==> src/rtl/uart_rx_frame_parser.sv <==
// -----------------------------------------------------------------------------
// uart_rx_frame_parser
//
// Pops bytes from a first-word-fall-through UART RX FIFO and parses framed
// packets of the form SOF | LEN | PAYLOAD[LEN] | CSUM. The checksum is the
// modulo-2^DATA_WIDTH sum of LEN and all payload bytes. Payload bytes are
// streamed to the host through a one-entry valid/ready output register before
// the checksum is known. Each frame ends with a one-cycle frame_ok or
// frame_err pulse. err_code keeps the cause until the next pulse.
//
// Ports
//   UCLK       in   clock, rising edge
//   reset      in   asynchronous, active-low reset
//   R_data     in   RX FIFO head byte, valid while rx_empty = 0
//   rx_empty   in   RX FIFO empty flag
//   rd_uart    out  pop strobe; the head byte is consumed this cycle
//   pay_data   out  payload byte to the host
//   pay_valid  out  pay_data valid, held until pay_ready
//   pay_ready  in   host accepts pay_data when pay_valid & pay_ready
//   frame_ok   out  one-cycle pulse: frame complete, checksum good
//   frame_err  out  one-cycle pulse: frame aborted or checksum bad
//   err_code   out  00 none, 01 bad LEN, 10 bad CSUM, 11 timeout
// -----------------------------------------------------------------------------
module uart_rx_frame_parser #(
  parameter int                    DATA_WIDTH     = 8,
  parameter logic [DATA_WIDTH-1:0] SOF_BYTE       = 8'hA5,
  parameter int                    MAX_LEN        = 16,
  parameter int                    TIMEOUT_CYCLES = 100000
) (
  input  logic                  UCLK,
  input  logic                  reset,
  input  logic [DATA_WIDTH-1:0] R_data,
  input  logic                  rx_empty,
  output logic                  rd_uart,
  output logic [DATA_WIDTH-1:0] pay_data,
  output logic                  pay_valid,
  input  logic                  pay_ready,
  output logic                  frame_ok,
  output logic                  frame_err,
  output logic [1:0]            err_code
);

  typedef enum logic [1:0] {
    S_IDLE    = 2'd0,
    S_LEN     = 2'd1,
    S_PAYLOAD = 2'd2,
    S_CSUM    = 2'd3
  } state_e;

  typedef enum logic [1:0] {
    ERR_NONE    = 2'b00,
    ERR_LEN     = 2'b01,
    ERR_CSUM    = 2'b10,
    ERR_TIMEOUT = 2'b11
  } err_e;

  localparam int                    CNT_W     = $clog2(MAX_LEN + 1);
  localparam int                    TMR_W     = $clog2(TIMEOUT_CYCLES + 1);
  localparam logic [TMR_W-1:0]      TMR_LAST  = TMR_W'(TIMEOUT_CYCLES - 1);
  localparam logic [DATA_WIDTH-1:0] MAX_LEN_B = DATA_WIDTH'(MAX_LEN);

  state_e                  state_q, state_d;
  logic [DATA_WIDTH-1:0]   csum_q, csum_d;
  logic [CNT_W-1:0]        count_q, count_d;
  logic [TMR_W-1:0]        timer_q, timer_d;
  logic [DATA_WIDTH-1:0]   pay_data_q, pay_data_d;
  logic                    pay_valid_q, pay_valid_d;
  logic                    frame_ok_q, frame_ok_d;
  logic                    frame_err_q, frame_err_d;
  err_e                    err_code_q, err_code_d;

  logic accept;
  logic pop;
  logic stall;
  logic tmr_run;
  logic timeout;
  logic len_ok;
  logic is_sof;

  // ---------------------------------------------------------------------------
  // State register and datapath registers
  // ---------------------------------------------------------------------------
  // NOTE: sequential state uses non-blocking (<=) so every register samples
  // the pre-edge values, independent of the order in which processes run.
  always_ff @(posedge UCLK or negedge reset) begin
    if (!reset) begin
      state_q     <= S_IDLE;
      csum_q      <= '0;
      count_q     <= '0;
      timer_q     <= '0;
      pay_data_q  <= '0;
      pay_valid_q <= 1'b0;
      frame_ok_q  <= 1'b0;
      frame_err_q <= 1'b0;
      err_code_q  <= ERR_NONE;
    end else begin
      state_q     <= state_d;
      csum_q      <= csum_d;
      count_q     <= count_d;
      timer_q     <= timer_d;
      pay_data_q  <= pay_data_d;
      pay_valid_q <= pay_valid_d;
      frame_ok_q  <= frame_ok_d;
      frame_err_q <= frame_err_d;
      err_code_q  <= err_code_d;
    end
  end

  // ---------------------------------------------------------------------------
  // Output / control decode (combinational from state and pay_valid)
  // ---------------------------------------------------------------------------
  always_comb begin
    // In PAYLOAD the one-entry output register must be free or draining.
    accept  = (state_q == S_PAYLOAD) ? (~pay_valid_q | pay_ready) : 1'b1;
    pop     = ~rx_empty & accept;
    // The host holding off with a byte already waiting does not count as
    // inactivity on the line, so the timer freezes.
    stall   = (state_q == S_PAYLOAD) & pay_valid_q & ~pay_ready & ~rx_empty;
    tmr_run = (state_q != S_IDLE) & ~stall;
    timeout = tmr_run & ~pop & (timer_q == TMR_LAST);
    len_ok  = (R_data != '0) && (R_data <= MAX_LEN_B);
    is_sof  = (R_data == SOF_BYTE);
  end

  assign rd_uart   = pop;
  assign pay_data  = pay_data_q;
  assign pay_valid = pay_valid_q;
  assign frame_ok  = frame_ok_q;
  assign frame_err = frame_err_q;
  assign err_code  = err_code_q;

  // ---------------------------------------------------------------------------
  // Next-state logic
  // ---------------------------------------------------------------------------
  // NOTE: every variable assigned in a combinational block gets a default
  // first, so no path can leave it unassigned and infer a latch.
  always_comb begin
    state_d = state_q;
    if (timeout) begin
      state_d = S_IDLE;
    end else if (pop) begin
      unique case (state_q)
        S_IDLE:    if (is_sof) state_d = S_LEN;
        S_LEN:     state_d = len_ok ? S_PAYLOAD : S_IDLE;
        S_PAYLOAD: if (count_q == CNT_W'(1)) state_d = S_CSUM;
        S_CSUM:    state_d = S_IDLE;
        default:   state_d = S_IDLE;
      endcase
    end
  end

  // ---------------------------------------------------------------------------
  // Datapath next values
  // ---------------------------------------------------------------------------
  always_comb begin
    csum_d      = csum_q;
    count_d     = count_q;
    timer_d     = timer_q;
    pay_data_d  = pay_data_q;
    pay_valid_d = pay_valid_q & ~pay_ready;
    frame_ok_d  = 1'b0;
    frame_err_d = 1'b0;
    err_code_d  = err_code_q;

    if ((state_q == S_IDLE) || pop || timeout) begin
      timer_d = '0;
    end else if (tmr_run) begin
      timer_d = timer_q + TMR_W'(1);
    end

    if (timeout) begin
      frame_err_d = 1'b1;
      err_code_d  = ERR_TIMEOUT;
    end

    if (pop) begin
      unique case (state_q)
        S_IDLE: begin
          if (is_sof) csum_d = '0;
        end
        S_LEN: begin
          if (len_ok) begin
            count_d = CNT_W'(R_data);
            csum_d  = R_data;
          end else begin
            frame_err_d = 1'b1;
            err_code_d  = ERR_LEN;
          end
        end
        S_PAYLOAD: begin
          // A load in the same cycle as a handshake keeps pay_valid set.
          pay_data_d  = R_data;
          pay_valid_d = 1'b1;
          csum_d      = csum_q + R_data;
          count_d     = count_q - CNT_W'(1);
        end
        S_CSUM: begin
          if (R_data == csum_q) begin
            frame_ok_d = 1'b1;
            err_code_d = ERR_NONE;
          end else begin
            frame_err_d = 1'b1;
            err_code_d  = ERR_CSUM;
          end
        end
        default: ;
      endcase
    end
  end

endmodule

==> config.mk <==
export PLATFORM = sky130hd
export DESIGN_NAME = uart_rx_frame_parser
export DESIGN_NICKNAME = d
export VERILOG_FILES = /design/src/rtl/uart_rx_frame_parser.sv
export SDC_FILE = /design/constraint.sdc
export NUM_CORES = 1
export LEC_CHECK = 0
export ABC_AREA = 1
export CAP_MARGIN = 20
export CORE_ASPECT_RATIO = 0.5
export CORE_MARGIN = 5
export CORE_UTILIZATION = 53
export DETAILED_ROUTE_END_ITERATION = 8
export DONT_BUFFER_PORTS = 1
export HOLD_SLACK_MARGIN = 0.1
export PLACE_DENSITY = 0.68
export SETUP_SLACK_MARGIN = 0.3
export SLEW_MARGIN = 20
export SYNTH_ARGS = -nofsm -noshare
export SYNTH_HDL_FRONTEND = slang
export SYNTH_SLANG_ARGS = --single-unit
==> constraint.sdc <==
create_clock -name UCLK -period 2.55 [get_ports UCLK]
set_input_delay 0.51 -clock UCLK [delete_from_list [all_inputs] [get_ports UCLK]]
set_output_delay 0.51 -clock UCLK [all_outputs]
set_load 0.1 [all_outputs]
==> qor.csv, run 1 <==
metric;value;unit
status;finished, final reports clean;
multi_input_area;1625;um2
grt_pass1_vias;2625;
min_period_over_period;83.44;%
design.core.area;5444;um2
rsz0062_at_grt;no;
cp.arrival;1.62;ns
root_buffer;clkbuf_8;
ys_warn_count;0;
start_util;54.52;%
crit_fanout;6;
hold_ws;0.3107;ns
dr.pass1.iters;4;
cts_tree;done;
hold_viol;0;
pwr_density_cell;931.5;nW/um2
ant_nets;0;
drt-vias-per-instance;5.271;
area_growth;8.980;%
dieArea;7287;um2
grt_pass1_wl;12090;um
synthCells;413;
grt_max_degree;46;
die_w;115.8;um
crit_top_cell;nor2_4;
placed_cell_area;3054;um2
holdCritStartpoint;pay_ready;
hpwl;5014;um
dr_total_vias;2604;
gp_congestion;0.9418;
syn_nets;442;
routed_wl;6802;um
syn_area;2968;um2
critPathSlowestCell;dfrtp_2;
leakage;1.599;nW
vdd_drop_max;0.6133;mV
num_io_pins;26;
first_iter_violations;175;
n_antenna_cell;0;
power;0.003013;W
drv_slew;0;
max_cap_violations;0;
post_cts_buffers;0;
tightest_slew;0.9234;ns
setup_viol;0;
cts.htree.levels;2;
grt_usage;20.35;%
drcViolationCount;0;
max_freq;470.0;MHz
clkTransAtPathRegs;0.09;ns
synth_cell_types;32;
cp_num_buf_inv;2;
final_nets;449;
io_buffers;0;
cp.required;2.04;ns
reg2reg_setup_slack;0.62;ns
drive_above_1_share;9.976;%
async_flop_share;100.0;%
yosysSeqAreaShare;37.94;%
ys_ff_latch;45;
finalClockSkew;0.009123;ns
endpoint_kind;output port;
fillers;528;
clock_latency;0.31;ns
hold_path.class;in2reg;
design_area;3234;um2
fp-row-count;19;
antenna_found_initial;0;
numCtsBuffers;5;
die_h;62.92;um
path_cells;inv_1 -> ha_1 -> nand2_2 -> nor2_4 -> nor2_4 -> buf_8;
grt-ovfl-total;0;
cpPeakStageDelay;0.42;ns
cp_top_family;flip-flops;
start_kind;flip-flop;
path_class;reg2out;
register_area;1129;um2
synth_area_per_cell;7.186;um2
setup_tns;0;ns
crit_start;state_q[0];
r2r-start;state_q[0];
cts.sink_count;45;
synth_edf_count;0;
clk_path_buf_depth;2;
period_minus_slack;2.128;ns
wire_per_inst;13.77;um
max_slew_margin;38.44;%
ys.flop_type;dfrtp_1;
Yosys cell counts (3+ instances only):
library cell / instances / area share, %
inv_2: 4 / 0.51
nand2_1: 138 / 17
nor3_1: 9 / 1.5
o21ai_0: 22 / 3.7
ha_1: 16 / 6.7
nor2_4: 3 / 1.1
dfrtp_1: 45 / 38
nor2_2: 7 / 1.5
nor2_1: 46 / 5.8
a21oi_1: 10 / 1.7
nand3b_1: 3 / 0.76
inv_1: 46 / 5.8
xor2_1: 8 / 2.4
nand3_1: 28 / 4.7
area by class of cell:
type / count / share of cell area, %
well taps: 73 / 2.824
repair buffers: 5 / 2.089
clock inverters: 3 / 2.012
multi-input cells: 313 / 50.25
clock buffers: 5 / 2.128
inverters: 50 / 5.803
flip-flops and latches: 45 / 34.89
placed cells by master, fill, tap and decap left out, types with 2 or more instances in the layout:
cell type / netlist / routed
nand2_1: 138 / 138
inv_1: 46 / 46
nor2_1: 46 / 46
dfrtp_1: 45 / 43
nand3_1: 28 / 28
o21ai_0: 22 / 22
ha_1: 16 / 16
a21oi_1: 10 / 10
nor3_1: 9 / 9
xor2_1: 8 / 8
nor2_2: 7 / 7
clkbuf_8: 0 / 5
inv_2: 4 / 4
nor2_4: 3 / 3
nand3b_1: 3 / 3
nand2_2: 2 / 2
nand3_4: 2 / 2
xnor2_1: 2 / 2
or2_2: 2 / 2
mux2_2: 2 / 2
nand4_1: 2 / 2
o22ai_1: 2 / 2
nor3_2: 2 / 2
bufinv_16: 0 / 2
dfrtp_2: 0 / 2
buf_4: 0 / 2
kinds of logic after synthesis:
family	count (synthesis)	share of synthesized area, %
AO/OA/AOI/OAI	36	6.282
multiplexers	2	0.7588
adder cells (fa/ha/maj)	17	7.420
flip-flops	45	37.94
buffers and inverters	55	7.294
AND/OR/NAND/NOR	248	37.35
XOR/XNOR	10	2.951
stage by stage:
step | utilization [%] | instances | worst slack (ns)
6_report | 59.41 | 494 | 0.4223
5_1_grt | 59.41 | 494 | 0.3162
4_1_cts | 59.32 | 494 | 0.3465
3_5_place_dp | 56.10 | 484 | 0.6074
3_3_place_gp | 56.10 | 484 | 0.6927
2_1_floorplan | - | 413 | 0.3472
worst paths after layout:
kind / end / cells past startpoint
worst min register to register: csum_q[0] / 2
worst max register to register: csum_q[2] / 11
worst min-delay path: pay_valid / 1
min in group asynchronous: timer_q[16] / 2
worst max-delay path: rd_uart / 6
max in group asynchronous: state_q[0] / 2
routing by layer:
layer	GRT usage, %	vias to the layer above	routed length (um)
met5	0	-	0
met4	5.355	0	96
met3	5.319	11	354
met2	33.45	54	3182
met1	26.61	1231	3168
li1	-	1308	-
state kept, by name, summed over array words and instances, names as in the netlist:
register and flops:
pay_valid 1, csum_q 8, frame_ok 1, err_code 2, state_q 2, pay_data 8
frame_err 1, timer_q 17, count_q 5
power by group:
part	total (W)	internal (W)	switching, W
sequential	0.00139	0.000871	0.000516
clock	0.000649	0.000389	0.000260
combinational	0.000977	0.000339	0.000638
total	0.00301	0.00160	0.00141
what timing repair did:
item                       4_1_cts  5_1_grt
resized for setup                1        2
hold endpoints to repair        45        0
pin swaps                        0        0
setup endpoints to repair        1        1
hold buffers                     2        0
(Power assumes the default switching activity.)
==> inputs of run 2 (changes only) <==
Clock period 2.55 ns to 2.2 ns, I/O delays scaled along.
==> run 2 against run 1 <==
Setup slack worse by 0.096 ns. Count of clock-buffer cells in the layout is 3 higher. Largest power group is now combinational logic. Utilization is 2.8 points higher. Largest cell class unchanged. Sequential cell count stayed put. Routed wire length is 2.5% lower.
==> qor.csv, run 2 (synthesis results as in run 1) <==
metric;value;unit;change
drive_above_1_share;15.23;%;+5.3 points
wl_met3;311;um;-12%
start_kind;flip-flop;;
n_antenna_cell;0;;unchanged
grt_max_degree;46;;unchanged
antenna_found_initial;0;;unchanged
grt_usage;20.39;%;+0.032 points
max_cap_violations;0;;unchanged
io_buffers;0;;unchanged
routed_wl;6629;um;-2.5%
ant_nets;0;;unchanged
hpwl;4985;um;-0.57%
cts.htree.levels;2;;unchanged
first_iter_violations;149;;-15%
endpoint_kind;output port;;
max_slew_margin;39.95;%;+1.5 points
cp.arrival;1.43;ns;-0.19 ns
dr.pass1.iters;5;;+1
r2r-start;timer_q[0];;
clkTransAtPathRegs;0.08;ns;about the same
clk_path_buf_depth;2;;unchanged
reg2reg_to;timer_q[9];;
finalClockSkew;0.01131;ns;+0.002192 ns
setup_tns;0;ns;unchanged
hold_viol;0;;unchanged
drcViolationCount;0;;unchanged
cp.required;1.76;ns;-0.28 ns
area_growth;14.12;%;
drv_slew;0;;unchanged
dr_total_vias;2632;;+1.1%
largest_reg_flops;17;;unchanged
cts_tree;done;;
reg2reg_setup_slack;0.42;ns;-0.20 ns
hold_depth;1;;unchanged
numCtsBuffers;5;;unchanged
worst_slack;0.3264;ns;-0.09594 ns
r2r_cells;8;;-3
cpPeakStageDelay;0.46;ns;+0.04 ns
start_util;54.52;%;unchanged
status;finished, final reports clean;;
path_cells;ha_4 -> nand2_4 -> nor2_4 -> nor2_4 -> buf_12;;
root_buffer;clkbuf_8;;
max_freq;533.7;MHz;
leakage;1.679;nW;+5.0%
wire_per_inst;12.92;um;-6.2%
hold_path.class;in2reg;;
critPathSlowestCell;dfrtp_2;;
period_minus_slack;1.874;ns;
crit_fanout;5;;-1
die_h;62.92;um;unchanged
grt_pass1_vias;2619;;-0.23%
clock_latency;0.30;ns;about the same
top_layer_used;met4;;
tightest_slew;0.9008;ns;-0.02260 ns
min_delay_worst_endpoint;pay_valid;;
grt-ovfl-total;0;;unchanged
gp_congestion;0.8842;;-6.1%
vdd_drop_max;0.5178;mV;-16%
met2_wirelength;3196;um;+0.44%
final_cell_mix;nand2_1, inv_1, nor2_1, dfrtp_1, nand3_1;;
dieArea;7287;um2;unchanged
cts.sink_count;45;;unchanged
layout_commonest_cell;nand2_1;;
top_register;timer_q;;
drt-vias-per-instance;5.131;;-2.7%
path_class;reg2out;;
setup_viol;0;;unchanged
fp-row-count;19;;unchanged
hold_ws;0.2477;ns;-0.06296 ns
pre_cts_ws;0.2488;ns;-0.3586 ns
pwr_density_cell;1003;nW/um2;+7.6%
holdCritStartpoint;pay_ready;;
num_io_pins;26;;unchanged
final_nets;468;;+4.2%
grt_pass1_wl;12040;um;-0.40%
crit_top_cell;nor2_4;;
die_w;115.8;um;unchanged
rsz0062_at_grt;yes;;
design.core.area;5444;um2;unchanged
wirelength_met1;3066;um;-3.2%
min_period_over_period;85.16;%;
-- run 2: changes by cell type in the layout (fill, tap and decap cells not counted), moves of 2 or more --
cell / delta
clkbuf_1: +3
buf_4: +19
ha_1: -3
ha_2: +2
bufinv_16: -2
-- run 2: cell type report --
| cell class | count | area (um2) |
|---|---|---|
| clock buffer | 8 | 80.08 |
| fill | 495 | 2057 |
| inverter | 50 | 190.2 |
| multi-input combinational | 313 | 1678 |
| sequential | 45 | 1132 |
| tap | 73 | 91.34 |
| timing repair buffer | 24 | 215.2 |
-- run 2: metal layers --
metal  GRT usage, %  vias to the layer above
met4          6.223                        0
met3          4.932                        4
met5              0                        -
met2          33.38                       38
li1               -                     1350
met1          26.64                     1240
-- run 2: how the worst max path moves through the flow --
stage | startpoint | to | slack (ns) | depth (start not counted)
finish | state_q[1] | rd_uart | 0.33 | 5
floorplan | state_q[0] | csum_q[0] | 0.07 | 11
global placement | state_q[0] | timer_q[9] | 0.33 | 11
detailed placement | state_q[0] | csum_q[6] | 0.25 | 11
CTS | state_q[1] | rd_uart | 0.32 | 5
global route | state_q[1] | rd_uart | 0.26 | 5
-- run 2: worst max-delay path: cells and delay by family, from the launching register on --
| family | cells | cell delay, ns |
|---|---|---|
| flops | 1 | 0.46 |
| simple gates | 3 | 0.29 |
| buf+inv | 1 | 0.20 |
| fa+ha+maj | 1 | 0.19 |
-- run 2: where the power goes --
part / leakage (nW) / switching, W / internal [W] / total, W
clock network: 0.0395 / 0.000279 / 0.000226 / 0.000506
logic: 1.04 / 0.00114 / 0.000504 / 0.00165
registers: 0.600 / 0.000226 / 0.00102 / 0.00124
total: 1.68 / 0.00165 / 0.00175 / 0.00340
-- run 2: stage by stage --
step	total power [W]	instance area [um2]	util, %	cells
after floorplan	0.002497	3007	-	413
after global placement	0.002774	3178	58.38	496
after detailed placement	0.002810	3178	58.38	496
after CTS	0.003370	3333	61.23	509
after global routing	0.003673	3387	62.22	513
final	0.003396	3387	62.22	513
-- run 2: repair_timing --
item | in CTS | in global routing
hold buffers | 2 | 0
gates resized for setup | 5 | 6
pin swaps | 1 | 5
buffers inserted | 3 | 4
hold endpoints to repair | 45 | 0
endpoints found under the setup margin | 15 | 22
==> inputs of run 3 (changes only) <==
Settings changed: CELL_PAD_IN_SITES_DETAIL_PLACEMENT set to 1, CELL_PAD_IN_SITES_GLOBAL_PLACEMENT set to 1, CORE_UTILIZATION 53 to 46, PLACE_DENSITY 0.68 to not set, PLACE_DENSITY_LB_ADDON set to 0.1.
==> run 3 against run 2 <==
First-iteration DRC count shrank 15%. Die area up 13%. Utilization decreased by 5.3 points. Clock skew is 0.0085 ns lower. Global-route usage up 2.0 points. Setup slack better by 0.0014 ns. Non-clock buffer count unchanged. Count of clock-buffer cells in the layout decreased by 1. Combinational power is 8% higher. Sequential cell count is the same. Total power is 13% higher. Critical path depth is 1 higher. Critical path type unchanged. Critical endpoint unchanged. Largest power group unchanged. Highest routed layer unchanged.
==> qor.csv, run 3 (synthesis results as in run 1) <==
metric;value;unit;change
leakage;1.723;nW;+2.6%
die_h;66.80;um;+6.2%
pre_cts_ws;0.1429;ns;-0.1059 ns
n_antenna_cell;0;;unchanged
finalClockSkew;0.002836;ns;-0.008479 ns
numCtsBuffers;5;;unchanged
reg2reg_to;timer_q[9];;
crit_start;state_q[0];;
start_util;48.21;%;-6.3 points
p_comb_share;46.3;%;-2.2 points
top_register;timer_q;;
first_iter_violations;127;;-15%
tightest_slew;0.9347;ns;+0.03396 ns
fp-row-count;20;;+1
drcViolationCount;0;;unchanged
min_delay_worst_endpoint;pay_valid;;
start_kind;flip-flop;;
cts.htree.levels;2;;unchanged
rsz0062_at_grt;yes;;
cp.required;1.76;ns;about the same
reg2reg_setup_slack;0.39;ns;-0.03 ns
clkTransAtPathRegs;0.06;ns;-0.02 ns
layout_commonest_cell;nand2_1;;
gp_congestion;0.8647;;-2.2%
hpwl;6332;um;+27%
crit_fanout;6;;+1
wire_per_inst;16.20;um;+25%
routed_wl;8553;um;+29%
ant_nets;0;;unchanged
final_nets;468;;unchanged
r2r_cells;10;;+2
setup_viol;0;;unchanged
num_io_pins;26;;unchanged
hold_depth;1;;unchanged
setup_tns;0;ns;unchanged
area_growth;18.13;%;
status;finished, final reports clean;;
root_buffer;clkbuf_16;;
holdCritStartpoint;pay_ready;;
dieArea;8256;um2;+13%
finalNonFillerCells;528;;+2.9%
final_cell_mix;nand2_1, inv_1, nor2_1, dfrtp_1, nand3_1;;
dr_total_vias;2745;;+4.3%
grt-ovfl-total;0;;unchanged
switchingPower;0.001804;W;+9.6%
drt-vias-per-instance;5.199;;+1.3%
clockPowerShare;21.1;%;+6.2 points
drive_above_1_share;15.91;%;+0.68 points
r2r-start;state_q[0];;
die_w;123.6;um;+6.7%
vdd_drop_max;0.5562;mV;+7.4%
antenna_found_initial;0;;unchanged
grt_pass1_wl;14150;um;+17%
drv_slew;0;;unchanged
cp.arrival;1.43;ns;about the same
cts.sink_count;45;;unchanged
largest_reg_flops;17;;unchanged
clock_latency;0.29;ns;about the same
path_class;reg2out;;
hold_ws;0.2830;ns;+0.03532 ns
clk_path_buf_depth;2;;unchanged
hold_viol;0;;unchanged
switching_share;46.87;%;-1.6 points
grt_max_degree;46;;unchanged
endpoint_kind;output port;;
max_freq;534.1;MHz;about the same
design.core.area;6156;um2;+13%
grt_usage;22.38;%;+2.0 points
pwr_density_cell;1098;nW/um2;+9.5%
io_buffers;0;;unchanged
dp_cells;510;;+2.8%
period_minus_slack;1.872;ns;-0.001437 ns
max_cap_violations;0;;unchanged
power.internal;0.002044;W;+17%
grt_pass1_vias;2921;;+12%
hold_path.class;in2reg;;
min_period_over_period;85.10;%;about the same
dr.pass1.iters;4;;-1
max_slew_margin;37.69;%;-2.3 points
p_seq_share;32.6;%;-4.1 points
cts_tree;done;;
worst_slack;0.3278;ns;+0.001437 ns
[run 3: worst max-delay path by stage]
| stage | endpoint | slack, ns | cells after the start |
|---|---|---|---|
| global placement | timer_q[9] | 0.32 | 11 |
| global route | timer_q[9] | 0.27 | 10 |
| detailed placement | timer_q[9] | 0.14 | 11 |
| finish | rd_uart | 0.33 | 6 |
| CTS | rd_uart | 0.30 | 5 |
| floorplan | csum_q[0] | 0.07 | 11 |
[run 3: power by group through the flow]
stage	clock (W)	combinational (W)	sequential, W
3_3_place_gp	0	0.00154	0.00125
4_1_cts	0.000818	0.00169	0.00125
5_1_grt	0.000872	0.00196	0.00128
2_1_floorplan	0	0.000891	0.00161
3_5_place_dp	0	0.00160	0.00127
6_report	0.000811	0.00178	0.00125
[run 3: what timing repair did]
| action | CTS | global route |
|---|---|---|
| pin swaps | 2 | 5 |
| resized for setup | 7 | 7 |
| endpoints found under the hold margin | 45 | 0 |
| setup buffers | 2 | 6 |
| gates cloned | 0 | 0 |
| endpoints found under the setup margin | 29 | 27 |
| hold buffers | 2 | 0 |
[run 3: worst max-delay path, cell delays in order, from the launching register on]
cell and delay [ns]:
dfrtp_2 0.39, inv_4 0.07, ha_4 0.17, nand2_4 0.06, nor2_4 0.04, nor2_4 0.19
buf_12 0.20
[run 3: area by class of cell]
type	count	area, um2
fillers	821	2650
well taps	88	110.1
clock buffers	7	152.6
inverters	50	192.7
repair buffers	24	215.2
multi-input cells	313	1698
flip-flops and latches	45	1132
clock inverters	1	5.005
[run 3: per-stage QoR]
stage | power, W | instance area, um2 | util (%)
after floorplan | 0.002497 | 3007 | -
after global placement | 0.002788 | 3189 | 51.81
after detailed placement | 0.002876 | 3189 | 51.81
after CTS | 0.003752 | 3426 | 55.65
after global routing | 0.004109 | 3506 | 56.95
final | 0.003848 | 3506 | 56.95
[run 3: routing by layer]
layer	wire (um)	up-vias	global-route usage, %
li1	-	1348	-
met5	0	-	0
met2	4451	30	41.36
met3	304	12	5.344
met1	3689	1355	26.12
met4	108	0	5.793
